==> src/rtl/mini_cpu_ctrl_pkg.sv <==
// Shared encodings for the mini CPU multi-cycle control sequencer:
// state codes, opcodes, and datapath select codes.
package mini_cpu_ctrl_pkg;

    typedef enum logic [3:0] {
        ST_FETCH  = 4'd0,
        ST_DECODE = 4'd1,
        ST_EXEC_R = 4'd2,
        ST_WB_R   = 4'd3,
        ST_EXEC_I = 4'd4,
        ST_WB_I   = 4'd5,
        ST_MEMADR = 4'd6,
        ST_MEMRD  = 4'd7,
        ST_WB_MEM = 4'd8,
        ST_MEMWR  = 4'd9,
        ST_BRANCH = 4'd10,
        ST_JUMP   = 4'd11,
        ST_HALT   = 4'd12
    } state_e;

    // Opcodes (IR[31:26])
    localparam logic [5:0] OP_RTYPE = 6'b000000;
    localparam logic [5:0] OP_ADDI  = 6'b001000;
    localparam logic [5:0] OP_LW    = 6'b100011;
    localparam logic [5:0] OP_SW    = 6'b101011;
    localparam logic [5:0] OP_BEQ   = 6'b000100;
    localparam logic [5:0] OP_J     = 6'b000010;
    localparam logic [5:0] OP_HALT  = 6'b111111;

    // ALU source-B select
    localparam logic [1:0] SRCB_REG  = 2'b00;
    localparam logic [1:0] SRCB_ONE  = 2'b01;
    localparam logic [1:0] SRCB_IMM  = 2'b10;
    localparam logic [1:0] SRCB_ZERO = 2'b11;

    // PC source select
    localparam logic [1:0] PCSRC_ALU    = 2'b00;
    localparam logic [1:0] PCSRC_ALUOUT = 2'b01;
    localparam logic [1:0] PCSRC_JUMP   = 2'b10;

    // ALU operation class
    localparam logic [1:0] ALUOP_ADD   = 2'b00;
    localparam logic [1:0] ALUOP_SUB   = 2'b01;
    localparam logic [1:0] ALUOP_FUNCT = 2'b10;

endpackage

==> src/rtl/ctrl_opcode_decoder.sv <==
// Combinational opcode dispatch: picks the state that follows DECODE and
// flags loads so MEMADR can later choose between read and write.
module ctrl_opcode_decoder
    import mini_cpu_ctrl_pkg::*;
#(
    parameter int OPW = 6
) (
    input  logic [OPW-1:0] opcode_i,
    output state_e         next_state_o,
    output logic           is_load_o
);

    // Map opcode to dispatch target; unknown codes stop the machine in HALT
    always_comb begin
        next_state_o = ST_HALT;
        is_load_o    = 1'b0;
        case (opcode_i)
            OPW'(OP_RTYPE): next_state_o = ST_EXEC_R;
            OPW'(OP_ADDI):  next_state_o = ST_EXEC_I;
            OPW'(OP_LW): begin
                next_state_o = ST_MEMADR;
                is_load_o    = 1'b1;
            end
            OPW'(OP_SW):    next_state_o = ST_MEMADR;
            OPW'(OP_BEQ):   next_state_o = ST_BRANCH;
            OPW'(OP_J):     next_state_o = ST_JUMP;
            default:        next_state_o = ST_HALT;
        endcase
    end

endmodule

==> src/rtl/multicycle_ctrl_fsm.sv <==
// Multi-cycle control sequencer for the mini CPU datapath.
// Steps fetch/decode/execute/mem/writeback and drives all datapath strobes.
// Optional build macro CTRL_PERF_CNT_EN adds CYCLES/RETIRED counters.
module multicycle_ctrl_fsm
    import mini_cpu_ctrl_pkg::*;
#(
    parameter int OPW  = 6
`ifdef CTRL_PERF_CNT_EN
    ,
    parameter int CNTW = 32
`endif
) (
    input  logic           clk,
    input  logic           reset,
    input  logic [OPW-1:0] OPCODE,
    input  logic           ZERO,
    input  logic           MEMREADY,
    output logic           MEMREQ,
    output logic           MEMWRITE,
    output logic           IORD,
    output logic           IRWRITE,
    output logic           PCWRITE,
    output logic [1:0]     PCSRC,
    output logic           ALUSRCA,
    output logic [1:0]     ALUSRCB,
    output logic [1:0]     ALUOP,
    output logic           REGWRITE,
    output logic           REGDST,
    output logic           MEMTOREG,
    output logic           HALTED
`ifdef CTRL_PERF_CNT_EN
    ,
    output logic [CNTW-1:0] CYCLES,
    output logic [CNTW-1:0] RETIRED
`endif
);

    state_e state_q, state_d;
    logic   is_load_q, is_load_d;
    state_e dec_next_s;
    logic   dec_is_load_s;

    ctrl_opcode_decoder #(.OPW(OPW)) u_dec (
        .opcode_i     (OPCODE),
        .next_state_o (dec_next_s),
        .is_load_o    (dec_is_load_s)
    );

    // State and load/store class registers
    always_ff @(posedge clk or posedge reset) begin
        if (reset) begin
            state_q   <= ST_FETCH;
            is_load_q <= 1'b0;
        end else begin
            state_q   <= state_d;
            is_load_q <= is_load_d;
        end
    end

    // Next-state logic; memory states wait on MEMREADY, HALT is terminal
    always_comb begin
        state_d   = state_q;
        is_load_d = is_load_q;
        case (state_q)
            ST_FETCH:  state_d = MEMREADY ? ST_DECODE : ST_FETCH;
            ST_DECODE: begin
                state_d   = dec_next_s;
                is_load_d = dec_is_load_s;
            end
            ST_EXEC_R: state_d = ST_WB_R;
            ST_WB_R:   state_d = ST_FETCH;
            ST_EXEC_I: state_d = ST_WB_I;
            ST_WB_I:   state_d = ST_FETCH;
            ST_MEMADR: state_d = is_load_q ? ST_MEMRD : ST_MEMWR;
            ST_MEMRD:  state_d = MEMREADY ? ST_WB_MEM : ST_MEMRD;
            ST_WB_MEM: state_d = ST_FETCH;
            ST_MEMWR:  state_d = MEMREADY ? ST_FETCH : ST_MEMWR;
            ST_BRANCH: state_d = ST_FETCH;
            ST_JUMP:   state_d = ST_FETCH;
            ST_HALT:   state_d = ST_HALT;
            default:   state_d = ST_FETCH;
        endcase
    end

    // Moore output decode; FETCH strobes gated by MEMREADY, all forced low in reset
    always_comb begin
        MEMREQ   = 1'b0;
        MEMWRITE = 1'b0;
        IORD     = 1'b0;
        IRWRITE  = 1'b0;
        PCWRITE  = 1'b0;
        PCSRC    = PCSRC_ALU;
        ALUSRCA  = 1'b0;
        ALUSRCB  = SRCB_REG;
        ALUOP    = ALUOP_ADD;
        REGWRITE = 1'b0;
        REGDST   = 1'b0;
        MEMTOREG = 1'b0;
        HALTED   = 1'b0;
        if (reset) begin
            // an in-flight request is abandoned the moment reset asserts
            MEMREQ = 1'b0;
        end else begin
            case (state_q)
                ST_FETCH: begin
                    MEMREQ  = 1'b1;
                    ALUSRCB = SRCB_ONE;
                    IRWRITE = MEMREADY;
                    PCWRITE = MEMREADY;
                end
                ST_DECODE: ALUSRCB = SRCB_IMM;
                ST_EXEC_R: begin
                    ALUSRCA = 1'b1;
                    ALUOP   = ALUOP_FUNCT;
                end
                ST_WB_R: begin
                    REGWRITE = 1'b1;
                    REGDST   = 1'b1;
                end
                ST_EXEC_I, ST_MEMADR: begin
                    ALUSRCA = 1'b1;
                    ALUSRCB = SRCB_IMM;
                end
                ST_WB_I:   REGWRITE = 1'b1;
                ST_MEMRD: begin
                    MEMREQ = 1'b1;
                    IORD   = 1'b1;
                end
                ST_WB_MEM: begin
                    REGWRITE = 1'b1;
                    MEMTOREG = 1'b1;
                end
                ST_MEMWR: begin
                    MEMREQ   = 1'b1;
                    MEMWRITE = 1'b1;
                    IORD     = 1'b1;
                end
                ST_BRANCH: begin
                    ALUSRCA = 1'b1;
                    ALUOP   = ALUOP_SUB;
                    PCSRC   = PCSRC_ALUOUT;
                    PCWRITE = ZERO;
                end
                ST_JUMP: begin
                    PCSRC   = PCSRC_JUMP;
                    PCWRITE = 1'b1;
                end
                ST_HALT: begin
                    ALUSRCB = SRCB_ZERO;
                    HALTED  = 1'b1;
                end
                default: ALUSRCB = SRCB_REG;
            endcase
        end
    end

`ifdef CTRL_PERF_CNT_EN
    logic [CNTW-1:0] cycles_q;
    logic [CNTW-1:0] retired_q;

    // Cycle counter (frozen in HALT) and retire counter (each return to FETCH)
    always_ff @(posedge clk or posedge reset) begin
        if (reset) begin
            cycles_q  <= '0;
            retired_q <= '0;
        end else begin
            if (state_q != ST_HALT) begin
                cycles_q <= cycles_q + CNTW'(1);
            end
            if ((state_q != ST_FETCH) && (state_d == ST_FETCH)) begin
                retired_q <= retired_q + CNTW'(1);
            end
        end
    end

    assign CYCLES  = cycles_q;
    assign RETIRED = retired_q;
`endif

endmodule

==> config.mk <==
export PLATFORM = sky130hd
export DESIGN_NAME = multicycle_ctrl_fsm
export DESIGN_NICKNAME = d
export VERILOG_FILES = /design/src/rtl/mini_cpu_ctrl_pkg.sv /design/src/rtl/ctrl_opcode_decoder.sv /design/src/rtl/multicycle_ctrl_fsm.sv
export SDC_FILE = /design/constraint.sdc
export NUM_CORES = 1
export LEC_CHECK = 0
export ABC_CLOCK_PERIOD_IN_PS = 1400
export BUFFER_PORTS_ARGS = -buffer_cell sky130_fd_sc_hd__buf_4
export CORE_MARGIN = 2
export CORE_UTILIZATION = 46
export CTS_CLUSTER_DIAMETER = 150
export DETAILED_ROUTE_END_ITERATION = 10
export PLACE_DENSITY = 0.77
export SLEW_MARGIN = 5
export SYNTH_ARGS = -nofsm -noshare
export SYNTH_HDL_FRONTEND = slang
export SYNTH_HIERARCHICAL = 1
export SYNTH_SLANG_ARGS = --single-unit
==> constraint.sdc <==
create_clock -name clk -period 1.4 [get_ports clk]
set_clock_uncertainty 0.05 [all_clocks]
set_input_delay 0.07 -clock clk [delete_from_list [all_inputs] [get_ports clk]]
set_output_delay 0.07 -clock clk [all_outputs]
set_load 0.02 [all_outputs]
==> results_dict.tcl, run 1 <==
set metrics [dict create \
    synthFlopType "dfrtp_1" \
    place.detailed.instances 134 \
    run_status "did not finish" \
    floorplan.die.height_um 41.1 \
    halt_stage "5_1_grt" \
    synth_area_leader_cell "dfrtp_1" \
    post_synth_most_frequent_cells "nor2_1, nand2_1, nor3_1" \
    clock_tree.htree_level_count 1 \
    initial_core_util_pct 49.2 \
    grt_antenna_before_repair 0 \
    synth-seq-area-share_pct 19.8 \
    error_line "[ERROR DPL-0033] detailed placement checks failed during check placement." \
    postSynthCellCount 90 \
    port-buffer-count 25 \
    number_of_buffers_added_by_the_clock_tree_synthesis_step 3 \
    synth_top_cells_by_area "dfrtp_1, nor3_1, nor2_1" \
    root_buf_cell "clkbuf_4" \
    syn-mean-instance-area_um2 7.02 \
    die-width_um 41.1 \
    mappedNetlistArea_um2 632 \
    grt_start_max_net_pins 14 \
    synth.ff_latch_count 5 \
    fp-row-count 13 \
    grt_worst_setup_endpoint "MEMREQ" \
    yosys.cell_count.top_type "nor2_1" \
    synth_edf_count 0 \
    detailed_place_hpwl_um 1380 \
    synthesis.yosys.warnings 6 \
    synthDominantCellAreaShare_pct 19.8 \
    clkSinkCount 5 \
    postPlaceCellArea_um2 902 \
    cts.path.max_buffers 2 \
    mappedNetlistNets 100 \
    async_set_reset_flop_share_out_of_synthesis_pct 100 \
    worstEpCategory "top-level output" \
    pin_count 26 \
    synth_cell_types 36 \
    weighted_congestion_at_the_end_of_routability_driven_global_placement 0.839 \
]
-- timing repair --
action | 4_1_cts
endpoints found under the hold margin | 5
pin swaps | 6
setup buffers | 8
endpoints found under the setup margin | 15
resized for setup | 19
hold buffers | 1
-- cells by family after synthesis --
group                  after synthesis  synth area share [%]
AO/OA/AOI/OAI                       21                  22.8
flip-flops                           5                  19.8
AND/OR/NAND/NOR                     50                  45.1
XOR/XNOR                             2                  2.77
buffers and inverters               12                  9.50
-- metrics by stage --
step	hold WS, ns	setup slack (ns)	util, %
after CTS	0.104	-0.209	83.4
after detailed placement	0.00788	0.0419	70.2
after global placement	0.00585	0.0630	70.2
after floorplan	0.0289	-0.108	-
==> inputs of run 2 (changes only) <==
--- a/config.mk
+++ b/config.mk
@@ -7,11 +7,10 @@
 export LEC_CHECK = 0
 export ABC_CLOCK_PERIOD_IN_PS = 1400
 export BUFFER_PORTS_ARGS = -buffer_cell sky130_fd_sc_hd__buf_4
-export CORE_MARGIN = 2
-export CORE_UTILIZATION = 46
-export CTS_CLUSTER_DIAMETER = 150
+export CORE_AREA = 2 2 63 65
 export DETAILED_ROUTE_END_ITERATION = 10
-export PLACE_DENSITY = 0.77
+export DIE_AREA = 0 0 65 67
+export PLACE_DENSITY_LB_ADDON = 0.15
 export SLEW_MARGIN = 5
 export SYNTH_ARGS = -nofsm -noshare
 export SYNTH_HDL_FRONTEND = slang
==> run 2 against run 1 <==
Compared with the run above: the flow now finishes, with violations (setup timing); area after synthesis stayed put; synthesized cell count stayed put.
==> results_dict.tcl, run 2 <==
set metrics [dict create \
    run_status "finished with violations" \
    violations "setup timing" \
    antennaDiodeCount 0 \
    largest_register_ffs 4 \
    syn-mean-instance-area_um2 7.02 \
    max_stage_delay_ns 0.52 \
    groute.usage.overall_pct 11.5 \
    die-width_um 65 \
    path_delay_family "simple AND/OR/NAND/NOR gates" \
    post_synth_most_frequent_cells "nor2_1, nand2_1, nor3_1" \
    cts.path.max_buffers 2 \
    power.clock.fraction_pct 10.6 \
    fmax_mhz 631 \
    synth_top_cells_by_area "dfrtp_1, nor3_1, nor2_1" \
    setup_violations 13 \
    tritoncts "built" \
    multi_input_comb_area_um2 627 \
    via_count 843 \
    synth_cell_types 36 \
    timing_hold_violations_final 0 \
    mappedNetlistArea_um2 632 \
    worst_r2r_endpoint "state_q[0]" \
    largest-register "state_q" \
    area_growth_pct 108 \
    peakVddDrop_mv 0.668 \
    wl_per_cell_um 13.4 \
    grt_setup_unrepaired "true" \
    port-buffer-count 25 \
    power_frac_comb_pct 79.3 \
    async_set_reset_flop_share_out_of_synthesis_pct 100 \
    cell_chain_of_the_critical_path "or4_4 -> a31oi_2 -> buf_4" \
    clkSinkCount 5 \
    slew-limit-headroom_pct 82.3 \
    layout.filler_cells 392 \
    postSynthCellCount 90 \
    critical_path_cell_count 3 \
    clock_tree.htree_level_count 1 \
    via_per_inst 4.56 \
    final.setup.worst_slack_ns -0.185 \
    synth_area_leader_cell "dfrtp_1" \
    pin_count 26 \
    synth-seq-area-share_pct 19.8 \
    drt-initial-drc-count 39 \
    grt_first_pass_wirelength_um 3820 \
    critPathRequiredTime_ns 1.28 \
    floorplan.die.height_um 67 \
    worstPathMaxFanout 2 \
    final.min_clock_period_ns 1.59 \
    fp-row-count 22 \
    layout_top_registers "state_q: 4 flops, is_load_q: 1 flops" \
    globalRouteOverflowTotal 0 \
    grt_antenna_before_repair 0 \
    critPathBufInv 1 \
    detailed_place_hpwl_um 1740 \
    net-switching-power_w 0.00114 \
    insertion_delay_ns 0.22 \
    root_buf_cell "clkbuf_8" \
    initial_core_util_pct 17.5 \
    pre_antenna_drt_iters 4 \
    weighted_congestion_at_the_end_of_routability_driven_global_placement 0.762 \
    layout.area.seq_um2 126 \
    via_count_of_the_first_global_routing_pass 775 \
    totalNegativeSetupSlack_ns -1.23 \
    cellPowerDensity_mw_per_mm2 1930 \
    register_to_register_setup_slack_ns 0.06 \
    r2r-start "state_q[3]" \
    final_layout_size_suffix_gt1_share_pct 59.1 \
    yosys.cell_count.top_type "nor2_1" \
    seq_power_share_pct 10.1 \
    core_area_mm2 0.00361 \
    nets 148 \
    synthDominantCellAreaShare_pct 19.8 \
    swShare_pct 45.0 \
    mostFrequentLayoutCells "buf_4, buf_6, nor2_1, nand2_1, a21oi_1" \
    drc 0 \
    timing.final.crit_share_pct 113 \
    cellInternalPower_w 0.00139 \
    grt_start_max_net_pins 16 \
    layout.cells.most_common "buf_4" \
    synth_edf_count 0 \
    worst_setup_startpoint "state_q[1]" \
    hp-class "input port to flop" \
    cp_data_arrival_time_ns 1.47 \
    pre_cts_ws_ns 0.0119 \
    worst_tran_pin_value_ns 0.265 \
    critPathCapture "MEMREQ" \
    crit_type "flop to primary output" \
    synthFlopType "dfrtp_1" \
    cp-end-kind "primary output" \
    critPathSlowestCell "or4_4" \
    drv_slew 0 \
    worst_setup_path_start_kind "flop" \
    worst-r2r-cell-count 5 \
    detail-route-antenna-nets 0 \
    drv.max_cap_violation_count 0 \
    synth.ff_latch_count 5 \
    dieArea_mm2 0.00436 \
    number_of_buffers_added_by_the_clock_tree_synthesis_step 3 \
    power_leakage_nw 0.585 \
    clk_pin_slew_worst_paths_ns 0.04 \
    wirelength_um 2480 \
    synthesis.yosys.warnings 6 \
    mappedNetlistNets 100 \
]
## run 2: power groups by stage
stage	sequential, W	clock [W]	combinational [W]
floorplan	0.000227	0	0.000846
global placement	0.000236	0	0.00143
detailed placement	0.000236	0	0.00143
CTS	0.000242	0.000282	0.00164
global route	0.000261	0.000294	0.00215
finish	0.000254	0.000269	0.00201
## run 2: how the worst min path moves through the flow
stage / slack, ns / endpoint / startpoint / cells after the start
2_1_floorplan: 0.03 / is_load_q / reset / 2
3_3_place_gp: 0.03 / state_q[0] / reset / 2
3_5_place_dp: 0.02 / state_q[0] / reset / 2
4_1_cts: 0.14 / state_q[3] / MEMREADY / 3
5_1_grt: 0.18 / state_q[3] / MEMREADY / 3
6_report: 0.17 / state_q[3] / MEMREADY / 3
## run 2: cell type report
cell class                      instances  area share (%)
Timing Repair Buffer                   51            33.2
Inverter                                4            1.43
Multi-Input combinational cell         73            47.7
Tap cell                               48            4.57
Clock buffer                            4            3.43
Sequential cell                         5            9.62
## run 2: repair_timing
action | in CTS | in global routing
hold endpoints to repair | 5 | 0
pin swaps | 2 | 8
gates resized for setup | 16 | 30
endpoints found under the setup margin | 16 | 20
hold buffers | 1 | 0
buffers inserted | 3 | 7
cloned | 0 | 1
## run 2: worst reg2reg max path: cells and delay by family, from the launching register on
kind,cells,cell delay [ns]
and+or+nand+nor,1,0.12
DFF,1,0.39
AOI/OAI and AO/OA,2,0.34
buffers and inverters,2,0.30
## run 2: kinds of logic after synthesis
group	share of synthesized area, %
simple gates	45.1
buf+inv	9.50
flops	19.8
compound gates	22.8
xor+xnor	2.77
## run 2: stage by stage
stage | power (W) | std cells | hold slack [ns] | utilization, % | instance area (um2)
3_5_place_dp | 0.00167 | 170 | 0.0247 | 27.1 | 978
6_report | 0.00253 | 185 | 0.167 | 36.4 | 1310
5_1_grt | 0.00271 | 185 | 0.183 | 36.4 | 1310
4_1_cts | 0.00217 | 178 | 0.139 | 31.2 | 1120
2_1_floorplan | 0.00107 | 90 | 0.0289 | - | 651
3_3_place_gp | 0.00166 | 170 | 0.0251 | 27.1 | 978
## run 2: per-layer routing
metal / global-route usage (%) / vias up / part of all wire, %
met5: 0 / - / 0
met4: 2.39 / 0 / 0.52
met3: 3.38 / 2 / 5.8
met2: 20.6 / 31 / 51
met1: 13.6 / 383 / 43
li1: - / 427 / -
Power figures use the tool's default switching activity.
==> inputs of run 3 (changes only) <==
--- a/config.mk
+++ b/config.mk
@@ -5,8 +5,8 @@
 export SDC_FILE = /design/constraint.sdc
 export NUM_CORES = 1
 export LEC_CHECK = 0
-export ABC_CLOCK_PERIOD_IN_PS = 1400
-export BUFFER_PORTS_ARGS = -buffer_cell sky130_fd_sc_hd__buf_4
+export ABC_CLOCK_PERIOD_IN_PS = 1700
+export BUFFER_PORTS_ARGS = -buffer_cell sky130_fd_sc_hd__clkbuf_2
 export CORE_AREA = 2 2 63 65
 export DETAILED_ROUTE_END_ITERATION = 10
 export DIE_AREA = 0 0 65 67
==> constraint.sdc (replaced) <==
create_clock -name clk -period 1.7 [get_ports clk]
set_clock_uncertainty 0.05 [all_clocks]
set_input_delay 0.085 -clock clk [delete_from_list [all_inputs] [get_ports clk]]
set_output_delay 0.085 -clock clk [all_outputs]
set_load 0.02 [all_outputs]
==> run 3 against run 2 <==
Compared with the run above: the run now ends clean; clock-buffer cell count unchanged; cell area is 30% lower; utilization fell by 11 points; first-iteration DRC count rose by 2.6%; clock power shrank 19%; worst hold slack improved by 0.019 ns; die area stayed put; sequential share of layout area increased by 4.2 points; via count is 7.0% lower; global-route usage shrank 2.0 points; total power down 43%; largest cell class unchanged; highest routed layer unchanged.
==> results_dict.tcl, run 3 (synthesized netlist as in run 2, its figures left out) <==
set metrics [dict create \
    worst_r2r_endpoint "state_q[0]" \
    hold_path.startpoint "MEMREADY" \
    power_leakage_nw 0.400 \
    run_status "finished clean" \
    worst_setup_path_start_kind "flop" \
    die-width_um 65 \
    groute.usage.overall_pct 9.56 \
    critPathRequiredTime_ns 1.56 \
    fmax_mhz 599 \
    nets 132 \
    layout_top_registers "state_q: 4 flops, is_load_q: 1 flops" \
    p_total_w 0.00144 \
    crit_type "flop to primary output" \
    setup_violations 0 \
    drv.max_cap_violation_count 0 \
    met2_usage_pct 15.7 \
    fin_util_pct 25.7 \
    via_per_inst 4.64 \
    layout.cells.most_common "clkbuf_2" \
    largest-register "state_q" \
    largest_register_ffs 4 \
    grt_antenna_before_repair 0 \
    cellPowerDensity_mw_per_mm2 1560 \
    tritoncts "built" \
    hold_end "state_q[3]" \
    wirelength_um 2050 \
    drv_slew 0 \
    number_of_buffers_added_by_the_clock_tree_synthesis_step 3 \
    final.min_clock_period_ns 1.67 \
    insertion_delay_ns 0.22 \
    fp-row-count 22 \
    worstPathMaxFanout 5 \
    drt-initial-drc-count 40 \
    gr-max-usage-layer "met2" \
    detail-route-antenna-nets 0 \
    area_growth_pct 46.5 \
    pre_antenna_drt_iters 4 \
    timing_hold_violations_final 0 \
    floorplan.die.height_um 67 \
    clk_pin_slew_worst_paths_ns 0.03 \
    register_to_register_setup_slack_ns 0.26 \
    pin_count 26 \
    detailed_place_hpwl_um 1590 \
    cts.path.max_buffers 2 \
    weighted_congestion_at_the_end_of_routability_driven_global_placement 0.753 \
    mostFrequentLayoutCells "clkbuf_2, buf_4, nand2_1, nor3_1, nor2_1" \
    wl_per_cell_um 12.1 \
    slew-limit-headroom_pct 64.3 \
    via_count 784 \
    grt_start_max_net_pins 16 \
    hp-class "input port to flop" \
    via_count_of_the_first_global_routing_pass 718 \
    totalNegativeSetupSlack_ns 0 \
    timing.final.crit_share_pct 98.3 \
    antennaDiodeCount 0 \
    initial_core_util_pct 17.5 \
    globalRouteOverflowTotal 0 \
    cp_data_arrival_time_ns 1.54 \
    grtUsageMet3_pct 2.20 \
    drc 0 \
    worst_tran_pin_value_ns 0.529 \
    root_buf_cell "clkbuf_8" \
    port-buffer-count 25 \
    grt_setup_unrepaired "true" \
    grt_first_pass_wirelength_um 3260 \
    grt.met1_usage_pct 12.3 \
    peakVddDrop_mv 0.352 \
    r2r-start "state_q[1]" \
    final_layout_size_suffix_gt1_share_pct 39.7 \
    core_area_mm2 0.00361 \
    clock_tree.htree_level_count 1 \
    hold_path_depth 3 \
    worst-r2r-cell-count 4 \
    cp-end-kind "primary output" \
    dieArea_mm2 0.00436 \
    clkSinkCount 5 \
]
==> run 3: layer usage <==
metal	wire [um]	part of all wire (%)	up-vias
li1	-	-	396
met1	983	48	360
met2	904	44	26
met3	140	6.8	2
met4	19	0.93	0
met5	0	0	-
==> run 3: worst max-delay path by stage <==
| stage | start | end | slack [ns] | cells after the start |
|---|---|---|---|---|
| finish | state_q[0] | MEMREQ | 0.03 | 3 |
| global route | state_q[2] | PCSRC[0] | -0.03 | 5 |
| CTS | state_q[2] | ALUOP[0] | 0.01 | 5 |
| detailed placement | state_q[2] | ALUSRCB[1] | 0.22 | 5 |
| global placement | state_q[2] | ALUSRCB[1] | 0.20 | 5 |
| floorplan | state_q[2] | ALUSRCA | 0.10 | 4 |
==> run 3: area by class of cell <==
class                           instances  area (um2)
Fill cell                             404        2680
Multi-Input combinational cell         73         463
Timing Repair Buffer                   35         208
Sequential cell                         5         128
Tap cell                               48        60.1
Clock buffer                            4        45.0
Inverter                                4        22.5
==> run 3: timing repair <==
action	CTS	global route
endpoints found under the setup margin	1	12
buffers inserted	0	1
hold buffers	1	0
resized for setup	2	12
endpoints found under the hold margin	5	0
pin swaps	0	0
==> run 3: per-stage QoR <==
step | cell area (um2) | hold WS [ns] | worst slack, ns | cells
floorplan | 632 | 0.00782 | 0.103 | 90
global placement | 832 | 0.0825 | 0.202 | 163
detailed placement | 832 | 0.0652 | 0.222 | 163
CTS | 900 | 0.191 | 0.0107 | 168
global route | 926 | 0.233 | -0.0317 | 169
finish | 926 | 0.186 | 0.0293 | 169
==> run 3: report_power, final <==
part | switching (W) | internal (W) | leakage (nW)
registers | 0.0000617 | 0.000169 | 0.0620
logic | 0.000582 | 0.000412 | 0.316
clock network | 0.0000565 | 0.000161 | 0.0228
==> run 3: critical path, stage by stage, from the launching register on <==
cell and delay, ns:
dfrtp_1 0.41, or4_1 0.54, a31oi_1 0.18, buf_2 0.19
